==> src/rtl/interrupt_sequencer_if.sv <==
// rtl/interrupt_sequencer_if.sv - core-facing signal bundle of the interrupt entry sequencer
interface interrupt_sequencer_if;
  logic        int_req;
  logic        branch_ex;
  logic        call_busy;
  logic        ret_busy;
  logic        rti_done;
  logic [31:0] return_pc;
  logic        fd_enable;
  logic        force_nop;
  logic        int_signal;
  logic [1:0]  int_counter;
  logic        push_pc;
  logic        push_ccr;
  logic        pc_load;
  logic [31:0] pc_load_value;
  logic [31:0] saved_pc;
  logic        in_isr;

  modport master (
    input  int_req, branch_ex, call_busy, ret_busy, rti_done, return_pc,
    output fd_enable, force_nop, int_signal, int_counter, push_pc, push_ccr,
           pc_load, pc_load_value, saved_pc, in_isr
  );

  modport slave (
    output int_req, branch_ex, call_busy, ret_busy, rti_done, return_pc,
    input  fd_enable, force_nop, int_signal, int_counter, push_pc, push_ccr,
           pc_load, pc_load_value, saved_pc, in_isr
  );
endinterface

==> src/rtl/interrupt_sequencer.sv <==
// rtl/interrupt_sequencer.sv - cycle-exact external interrupt entry: drain, push PC/CCR, vector
module interrupt_sequencer #(
  parameter logic [31:0] INT_VECTOR   = 32'h0000_0001,
  parameter int unsigned DRAIN_CYCLES = 2
) (
  input logic                   clk,
  input logic                   reset,
  interrupt_sequencer_if.master bus
);

  typedef enum logic [2:0] {
    S_IDLE,
    S_DRAIN,
    S_PUSH_PC,
    S_PUSH_CCR,
    S_VECTOR
  } state_t;

  localparam logic [1:0] DRAIN_LAST = 2'(DRAIN_CYCLES - 1);

  state_t      state_q, state_d;
  logic [1:0]  cnt_q, cnt_d;
  logic        pending_q, pending_d;
  logic        int_prev_q, int_prev_d;
  logic        in_isr_q, in_isr_d;
  logic [31:0] saved_pc_q, saved_pc_d;
  logic        fd_enable_q, fd_enable_d;
  logic        force_nop_q, force_nop_d;
  logic        int_signal_q, int_signal_d;
  logic [1:0]  int_counter_q, int_counter_d;
  logic        push_pc_q, push_pc_d;
  logic        push_ccr_q, push_ccr_d;
  logic        pc_load_q, pc_load_d;
  logic [31:0] pc_load_value_q, pc_load_value_d;
  logic        req_rise;
  logic        accept;

  always_comb begin
    req_rise   = bus.int_req & ~int_prev_q;
    accept     = (state_q == S_IDLE) & pending_q & ~in_isr_q &
                 ~bus.branch_ex & ~bus.call_busy & ~bus.ret_busy;
    int_prev_d = bus.int_req;
    // An edge arriving on the acceptance edge is absorbed into the request being taken.
    pending_d  = accept ? 1'b0 : (pending_q | req_rise);
    state_d    = state_q;
    cnt_d      = cnt_q;
    saved_pc_d = saved_pc_q;

    case (state_q)
      S_IDLE: begin
        if (accept) begin
          state_d    = S_DRAIN;
          cnt_d      = 2'd0;
          saved_pc_d = bus.return_pc;
        end
      end
      S_DRAIN: begin
        if (cnt_q != DRAIN_LAST) cnt_d = cnt_q + 2'd1;
        else                     state_d = S_PUSH_PC;
      end
      S_PUSH_PC:  state_d = S_PUSH_CCR;
      S_PUSH_CCR: state_d = S_VECTOR;
      S_VECTOR:   state_d = S_IDLE;
      default:    state_d = S_IDLE;
    endcase

    if (state_q == S_VECTOR) in_isr_d = 1'b1;
    else if (bus.rti_done)   in_isr_d = 1'b0;
    else                     in_isr_d = in_isr_q;

    // Outputs decoded from the next state so the registered copies line up with state_q.
    fd_enable_d     = (state_d == S_IDLE) || (state_d == S_VECTOR);
    force_nop_d     = (state_d != S_IDLE);
    int_signal_d    = (state_d == S_DRAIN) || (state_d == S_PUSH_PC) || (state_d == S_PUSH_CCR);
    push_pc_d       = (state_d == S_PUSH_PC);
    push_ccr_d      = (state_d == S_PUSH_CCR);
    pc_load_d       = (state_d == S_VECTOR);
    pc_load_value_d = pc_load_d ? INT_VECTOR : 32'h0;
    case (state_d)
      S_DRAIN:    int_counter_d = cnt_d;
      S_PUSH_PC:  int_counter_d = 2'd2;
      S_PUSH_CCR: int_counter_d = 2'd3;
      default:    int_counter_d = 2'd0;
    endcase
  end

  always_ff @(posedge clk) begin
    if (reset) begin
      state_q         <= S_IDLE;
      cnt_q           <= 2'd0;
      pending_q       <= 1'b0;
      int_prev_q      <= bus.int_req;
      in_isr_q        <= 1'b0;
      saved_pc_q      <= 32'h0;
      fd_enable_q     <= 1'b1;
      force_nop_q     <= 1'b0;
      int_signal_q    <= 1'b0;
      int_counter_q   <= 2'd0;
      push_pc_q       <= 1'b0;
      push_ccr_q      <= 1'b0;
      pc_load_q       <= 1'b0;
      pc_load_value_q <= 32'h0;
    end else begin
      state_q         <= state_d;
      cnt_q           <= cnt_d;
      pending_q       <= pending_d;
      int_prev_q      <= int_prev_d;
      in_isr_q        <= in_isr_d;
      saved_pc_q      <= saved_pc_d;
      fd_enable_q     <= fd_enable_d;
      force_nop_q     <= force_nop_d;
      int_signal_q    <= int_signal_d;
      int_counter_q   <= int_counter_d;
      push_pc_q       <= push_pc_d;
      push_ccr_q      <= push_ccr_d;
      pc_load_q       <= pc_load_d;
      pc_load_value_q <= pc_load_value_d;
    end
  end

  assign bus.fd_enable     = fd_enable_q;
  assign bus.force_nop     = force_nop_q;
  assign bus.int_signal    = int_signal_q;
  assign bus.int_counter   = int_counter_q;
  assign bus.push_pc       = push_pc_q;
  assign bus.push_ccr      = push_ccr_q;
  assign bus.pc_load       = pc_load_q;
  assign bus.pc_load_value = pc_load_value_q;
  assign bus.saved_pc      = saved_pc_q;
  assign bus.in_isr        = in_isr_q;

endmodule

==> src/flat_wrapper.sv <==
// flat-port wrapper written by rule: the top's interface ports become plain ports
module interrupt_sequencer_flat 
#(
  parameter logic [31:0] INT_VECTOR   = 32'h0000_0001,
  parameter int unsigned DRAIN_CYCLES = 2
)
  (clk, reset, bus_int_req, bus_branch_ex, bus_call_busy, bus_ret_busy, bus_rti_done, bus_return_pc, bus_fd_enable, bus_force_nop, bus_int_signal, bus_int_counter, bus_push_pc, bus_push_ccr, bus_pc_load, bus_pc_load_value, bus_saved_pc, bus_in_isr);
  interrupt_sequencer_if bus_i ();
  input logic clk;
  input logic reset;
  input wire logic [$bits(bus_i.int_req)-1:0] bus_int_req;
  input wire logic [$bits(bus_i.branch_ex)-1:0] bus_branch_ex;
  input wire logic [$bits(bus_i.call_busy)-1:0] bus_call_busy;
  input wire logic [$bits(bus_i.ret_busy)-1:0] bus_ret_busy;
  input wire logic [$bits(bus_i.rti_done)-1:0] bus_rti_done;
  input wire logic [$bits(bus_i.return_pc)-1:0] bus_return_pc;
  output wire logic [$bits(bus_i.fd_enable)-1:0] bus_fd_enable;
  output wire logic [$bits(bus_i.force_nop)-1:0] bus_force_nop;
  output wire logic [$bits(bus_i.int_signal)-1:0] bus_int_signal;
  output wire logic [$bits(bus_i.int_counter)-1:0] bus_int_counter;
  output wire logic [$bits(bus_i.push_pc)-1:0] bus_push_pc;
  output wire logic [$bits(bus_i.push_ccr)-1:0] bus_push_ccr;
  output wire logic [$bits(bus_i.pc_load)-1:0] bus_pc_load;
  output wire logic [$bits(bus_i.pc_load_value)-1:0] bus_pc_load_value;
  output wire logic [$bits(bus_i.saved_pc)-1:0] bus_saved_pc;
  output wire logic [$bits(bus_i.in_isr)-1:0] bus_in_isr;
  assign bus_i.int_req = bus_int_req;
  assign bus_i.branch_ex = bus_branch_ex;
  assign bus_i.call_busy = bus_call_busy;
  assign bus_i.ret_busy = bus_ret_busy;
  assign bus_i.rti_done = bus_rti_done;
  assign bus_i.return_pc = bus_return_pc;
  assign bus_fd_enable = bus_i.fd_enable;
  assign bus_force_nop = bus_i.force_nop;
  assign bus_int_signal = bus_i.int_signal;
  assign bus_int_counter = bus_i.int_counter;
  assign bus_push_pc = bus_i.push_pc;
  assign bus_push_ccr = bus_i.push_ccr;
  assign bus_pc_load = bus_i.pc_load;
  assign bus_pc_load_value = bus_i.pc_load_value;
  assign bus_saved_pc = bus_i.saved_pc;
  assign bus_in_isr = bus_i.in_isr;
  interrupt_sequencer #(.INT_VECTOR(INT_VECTOR), .DRAIN_CYCLES(DRAIN_CYCLES)) u_core (.clk(clk), .reset(reset), .bus(bus_i));
endmodule
==> config.mk <==
export PLATFORM = sky130hd
export DESIGN_NAME = interrupt_sequencer_flat
export DESIGN_NICKNAME = d
export VERILOG_FILES = /design/src/rtl/interrupt_sequencer_if.sv /design/src/rtl/interrupt_sequencer.sv /design/src/flat_wrapper.sv
export SDC_FILE = /design/constraint.sdc
export NUM_CORES = 1
export LEC_CHECK = 0
export CAP_MARGIN = 20
export CORE_MARGIN = 10
export CORE_UTILIZATION = 30
export DETAILED_ROUTE_END_ITERATION = 6
export PLACE_DENSITY_LB_ADDON = 0.1
export SLEW_MARGIN = 5
export SYNTH_ARGS = -nofsm -noshare
export SYNTH_HDL_FRONTEND = slang
export SYNTH_SLANG_ARGS = --single-unit
==> constraint.sdc <==
create_clock -name clk -period 4.2 [get_ports clk]
set_input_delay 0.84 -clock clk [delete_from_list [all_inputs] [get_ports clk]]
set_output_delay 0.84 -clock clk [all_outputs]
set_load 0.1 [all_outputs]
==> summary.txt, run 1 <==
Power and ir drop
  • PD cells: 337 nW/µm²
  • Clock group share of total power: 32.5%
  • Net Switching: 0.343 mW
  • VDD IR max: 193 µV
  • Combinational cell fraction of total power: 22.7%
  • P_int: 0.694 mW
  • Total power: 1.04 mW
  • Leak: 1.11 nW
  • Sw frac: 33.1%
  • Flop pwr share: 44.8%

Cells and area
  • Filler cell count: 758
  • Area grow syn2layout: 35.5%
  • Fin area: 3080 µm²
  • Multi-input gate area: 1070 µm²
  • Antenna cells: 0
  • Flip-flop and latch area: 961 µm²
  • Commonest non-fill, non-tap cell in the layout: clkdlybuf4s50_1
  • Commonest cells after routing, fill and taps aside: clkdlybuf4s50_1 (79), nand2b_1 (67), dfxtp_1 (48)
  • Share of cells above drive strength 1: 5.21%
  • Nets: 345

Setup path
  • Critical Path, Cell by Cell: clkdlybuf4s50_1
  • Max FO, Critical Path: 2
  • Worst EP arrival: 1.80 ns
  • Slowest stage delay, CP: 1.15 ns
  • Bufs and invs on worst path: 1
  • Crit end category: primary output
  • Reg2reg setup slack: 2.40 ns
  • Startpoint Class: register
  • Worst Reg2Reg Path Length in Cells: 4
  • Slowest CP cell: clkdlybuf4s50_1
  • R2r startpoint: u_core.state_q[2]
  • Critical path class: reg -> out
  • Worst EP required: 3.36 ns
  • CP delay by family, top: buffers and inverters
  • Reg2Reg Capture Point: u_core.bus.saved_pc[3]

GRT
  • GRT overflow: 0
  • Antenna violations before repair: 0
  • Vias in the first global route: 1696
  • GRT Total Usage: 8.83%
  • Largest net degree at the start of global routing: 74
  • First-pass GRT wire length: 8.38 mm

Clock tree
  • TritonCTS Sinks: 48
  • CTS max path bufs: 2
  • Postcts setup bufs: 0
  • TritonCTS Buffers: 5
  • H-tree depth: 2
  • CTS tree: built
  • Cts hold-fix bufs: 0
  • CTS clock-pin slew for the worst setup and hold paths: 0.09 ns
  • Post_cts resized: 0
  • Clock root buffer: clkbuf_8
  • Clock latency on the worst-skew pair: 0.30 ns

Min path
  • Worst Hold Class: reg -> reg
  • Min-delay src: u_core.bus.saved_pc[5]
  • Hold EP: u_core.bus.saved_pc[5]
  • Hold Path Cell Cnt: 2

Floorplanning
  • Boundary Pins: 112
  • Core area: 7290 µm²
  • Die width: 107 µm
  • Die area: 11500 µm²
  • Die H: 107 µm
  • FP Rows: 31
  • Initial core utilization: 31.2%

Placed design
  • Post-DP HPWL: 3.83 mm
  • Routability congestion estimate: 0.668
  • Placed Instance Area: 2970 µm²
  • IO Port Bufs: 80

Detailed routing
  • Post-route ant nets: 0
  • Via density: 3.95
  • Vias: 1602
  • Final wirelength: 5.17 mm
  • DR DRC count: 0
  • Detailed Routing Iterations Pass 1: 4
  • Wire per inst: 12.7 µm
  • DR iter-0 viols: 40

Logic synthesis
  • Ys Warns: 0
  • Synthesized flop and latch total: 48
  • Post-synth top flop: dfxtp_1
  • Netlist cell types: 27
  • Synth async-reset ratio: 0%
  • Synth Cell Area: 2270 µm²
  • Syn_area_per_cell: 9.75 µm²
  • Number of synthesized flops with an enable pin: 0
  • Mapped Cells: 233
  • Post-synthesis sequential area ratio: 42.3%

STA
  • Setup Skew: 0.00650 ns
  • Pin slew with the least headroom to its limit: 1.01 ns
  • RSZ-0062 raised after global routing: no
  • Fmax: 0.379 GHz
  • Fin. Hold Viols: 0
  • Slew Limit Headroom: 32.7%
  • Tmin final: 2.64 ns
  • Setup violators final: 0
  • Max Slew Vio Count: 0
  • Final period util: 62.9%
  • Setup_tns: 0 ns

Status
  • Run status: complete, no violations

Flow run
  • Max_cap viols: 0
## metal layers
metal / vias up / share of wire, % / global-route usage [%]
met1: 707 / 42 / 9.55
li1: 826 / - / -
met2: 63 / 48 / 14.4
met3: 6 / 9.3 / 3.83
met4: 0 / 1.2 / 4.35
met5: - / 0 / 0
## how the worst max path moves through the flow
stage / from / to / slack [ns] / depth (start not counted)
after floorplan: u_core.bus.pc_load_value[0] / bus_pc_load_value[0] / 2.00 / 1
after global placement: bus_branch_ex / u_core.bus.saved_pc[5] / 1.60 / 5
after detailed placement: bus_branch_ex / u_core.bus.saved_pc[8] / 1.57 / 5
after CTS: u_core.bus.saved_pc[8] / bus_saved_pc[8] / 1.53 / 1
after global routing: u_core.bus.saved_pc[18] / bus_saved_pc[18] / 1.48 / 1
final: u_core.bus.saved_pc[8] / bus_saved_pc[8] / 1.56 / 1
## power groups by stage
| stage | clock [mW] | combinational, mW | sequential (mW) |
|---|---|---|---|
| after detailed placement | 0 | 0.236 | 0.475 |
| final | 0.337 | 0.236 | 0.464 |
| after CTS | 0.350 | 0.236 | 0.464 |
| after floorplan | 0 | 0.179 | 0.506 |
| after global placement | 0 | 0.236 | 0.475 |
| after global routing | 0.366 | 0.246 | 0.465 |
## state kept, by name, indices dropped and copies added (netlist names)
name / count
u_core.bus.force_nop: 1
u_core.pending_q: 1
u_core.bus.fd_enable: 1
u_core.int_prev_q: 1
u_core.bus.int_counter: 2
u_core.bus.saved_pc: 32
u_core.bus.push_ccr: 1
u_core.state_q: 3
u_core.bus.push_pc: 1
u_core.cnt_q: 2
u_core.bus.pc_load_value: 1
u_core.bus.int_signal: 1
u_core.bus.in_isr: 1
## cell families (layout without fill, tap and decap cells)
| kind of cell | after synthesis | in the layout | synth area share, % |
|---|---|---|---|
| and+or+nand+nor | 91 | 91 | 24.1 |
| DFF | 48 | 48 | 42.3 |
| buffers and inverters | 47 | 91 | 15.5 |
| muxes | 32 | 32 | 14.1 |
| AOI/OAI and AO/OA | 13 | 13 | 3.47 |
| other | 1 | 31 | 0.165 |
| xor gates and xnor gates | 1 | 1 | 0.386 |
## Yosys cell counts (2+ instances only)
master	number	area [µm²]
nand2_1	3	11.3
inv_1	2	7.51
dfxtp_1	48	961
buf_4	32	240
a21oi_1	7	35.0
nor3_1	3	15.0
clkbuf_1	9	33.8
or2_2	3	18.8
nor2b_1	2	12.5
mux2i_1	32	320
nor2_1	8	30.0
nand2b_1	67	419
buf_12	3	60.1
## stage by stage
stage	hold WS (ns)	setup WS (ns)	util, %	instances
finish	0.475	1.56	42.2	406
floorplan	0.473	2.00	-	263
global placement	0.459	1.60	40.7	398
detailed placement	0.461	1.57	40.7	398
CTS	0.480	1.53	42.2	406
global route	0.495	1.48	42.2	406
## final cells by class
cell class / instances / area share [%]
multi-input cells: 168 / 34.8
flip-flops and latches: 48 / 31.2
repair buffers: 81 / 26.1
well taps: 99 / 4.02
clock buffers: 5 / 2.23
clock inverters: 3 / 1.38
inverters: 2 / 0.244
## worst register-to-register path: stages (launching register included)
cell and delay [ns]:
dfxtp_1 0.40, nor4b_2 0.33, and3_2 0.22, buf_4 0.47, mux2i_1 0.31
No activity file was read; power rests on OpenSTA's default activity.
==> run 2: changes to the inputs <==
==> constraint.sdc (replaced) <==
create_clock -name clk -period 2.6 [get_ports clk]
set_input_delay 0.52 -clock clk [delete_from_list [all_inputs] [get_ports clk]]
set_output_delay 0.52 -clock clk [all_outputs]
set_load 0.1 [all_outputs]
==> summary.txt, run 2 (synthesized netlist as in run 1, its figures left out) <==
STA
  • Setup Skew: 0.00261 ns
  • Worst setup margin: 0.886 ns
  • Setup violators final: 0
  • Tmin final: 1.71 ns
  • Slew Limit Headroom: 64.8%
  • RSZ-0062 raised after global routing: no
  • Max Slew Vio Count: 0
  • Setup_tns: 0 ns
  • Fin. Hold Viols: 0
  • Final period util: 65.9%
  • Fmax: 0.583 GHz
  • WHS: 0.477 ns
  • Pin slew with the least headroom to its limit: 0.528 ns

Cells and area
  • Commonest cells after routing, fill and taps aside: nand2b_1 (67), dfxtp_1 (48), buf_4 (44)
  • Finished Layout Cells: 408
  • Largest register FFs: 32
  • Antenna cells: 0
  • Fin area: 3010 µm²
  • Nets: 347
  • Area grow syn2layout: 32.3%
  • Share of cells above drive strength 1: 19.4%
  • Commonest non-fill, non-tap cell in the layout: nand2b_1

Placed design
  • Placed Instance Area: 2890 µm²
  • Pre-CTS setup slack: 0.536 ns
  • Routability congestion estimate: 0.713
  • Dpl cells: 400
  • Post-DP HPWL: 3.85 mm
  • IO Port Bufs: 80

Detailed routing
  • Vias: 1566
  • Final wirelength: 5.11 mm
  • Detailed Routing Iterations Pass 1: 3
  • DR iter-0 viols: 36
  • Post-route ant nets: 0
  • DR DRC count: 0
  • Via density: 3.84
  • Wire per inst: 12.5 µm

Setup path
  • Worst Reg2Reg Path Length in Cells: 4
  • Reg2Reg Capture Point: u_core.bus.saved_pc[22]
  • Worst setup path startpoint: bus_branch_ex
  • Critical path class: in -> reg
  • Reg2reg setup slack: 1.08 ns
  • Slowest stage delay, CP: 0.41 ns
  • Worst EP arrival: 1.94 ns
  • Crit end category: register
  • CP delay by family, top: buffers and inverters
  • Worst EP required: 2.83 ns
  • Max FO, Critical Path: 37
  • Slowest CP cell: clkdlybuf4s50_1
  • Bufs and invs on worst path: 2
  • R2r startpoint: u_core.state_q[2]
  • Critical Path, Cell by Cell: clkdlybuf4s50_1 -> nor4b_2 -> and3_2 -> buf_12 -> mux2i_1
  • Startpoint Class: input pin

Min path
  • Hold EP: u_core.bus.saved_pc[7]
  • Min-delay src: u_core.bus.saved_pc[7]
  • Worst Hold Class: reg -> reg
  • Hold Path Cell Cnt: 2

Floorplanning
  • Die H: 107 µm
  • Core area: 7290 µm²
  • Initial core utilization: 31.2%
  • FP Rows: 31
  • Boundary Pins: 112
  • Die width: 107 µm
  • Die area: 11500 µm²

Clock tree
  • Postcts setup bufs: 0
  • H-tree depth: 2
  • CTS tree: built
  • Clock root buffer: clkbuf_8
  • Cts hold-fix bufs: 0
  • CTS max path bufs: 2
  • Post_cts resized: 0
  • CTS clock-pin slew for the worst setup and hold paths: 0.09 ns
  • TritonCTS Buffers: 5
  • Clock latency on the worst-skew pair: 0.29 ns
  • TritonCTS Sinks: 48

GRT
  • Grt met2 use: 14.2%
  • Largest net degree at the start of global routing: 39
  • Met3 Use GR: 3.65%
  • Global route hottest layer: met2
  • First-pass GRT wire length: 8.23 mm
  • Vias in the first global route: 1692
  • Met1 Usage GRT: 9.85%
  • GRT overflow: 0
  • GRT Total Usage: 8.61%
  • Antenna violations before repair: 0

Status
  • Run status: complete, no violations

Power and ir drop
  • Leak: 1.21 nW
  • PD cells: 559 nW/µm²
  • VDD IR max: 283 µV

Flow run
  • Max_cap viols: 0
run 2: cell count changes in the layout (fill, tap and decap cells not counted):
cell,before,now
buf_4,1,44
clkdlybuf4s50_1,79,37
buf_12,0,1
clkinv_2,1,0
inv_6,0,1
run 2: final cells by class:
cell class / instances / area [µm²]
well taps: 99 / 124
clock inverters: 3 / 46.3
inverters: 2 / 7.51
flip-flops and latches: 48 / 961
multi-input cells: 168 / 1070
repair buffers: 83 / 726
fillers: 760 / 4290
clock buffers: 5 / 68.8
run 2: worst register-to-register path, stage by stage (launching register included):
cell	delay, ns
dfxtp_1	0.40
nor4b_2	0.31
and3_2	0.24
buf_12	0.26
mux2i_1	0.24
run 2: routing by layer:
layer / vias up / share of wire, %
met4: 0 / 0.69
met2: 59 / 47
met3: 2 / 8.3
met5: - / 0
met1: 671 / 44
li1: 834 / -
run 2: stage by stage:
step | total power [mW] | utilization [%]
floorplan | 1.11 | -
global placement | 1.15 | 39.6
detailed placement | 1.15 | 39.6
CTS | 1.71 | 41.2
global route | 1.76 | 41.2
finish | 1.68 | 41.2
run 2: power breakdown:
group	internal (mW)	leakage (nW)	switching [mW]
clock network	0.290	0.0548	0.261
logic	0.0910	0.763	0.289
registers	0.744	0.388	0.00535
total	1.13	1.21	0.556
run 2: worst max-delay path by stage:
stage | end | slack, ns | depth (start not counted)
floorplan | bus_pc_load_value[0] | 0.72 | 1
global route | u_core.bus.saved_pc[31] | 0.82 | 5
detailed placement | u_core.bus.saved_pc[16] | 0.54 | 5
CTS | u_core.bus.saved_pc[16] | 0.87 | 5
global placement | u_core.bus.saved_pc[27] | 0.58 | 5
finish | u_core.bus.saved_pc[22] | 0.89 | 5
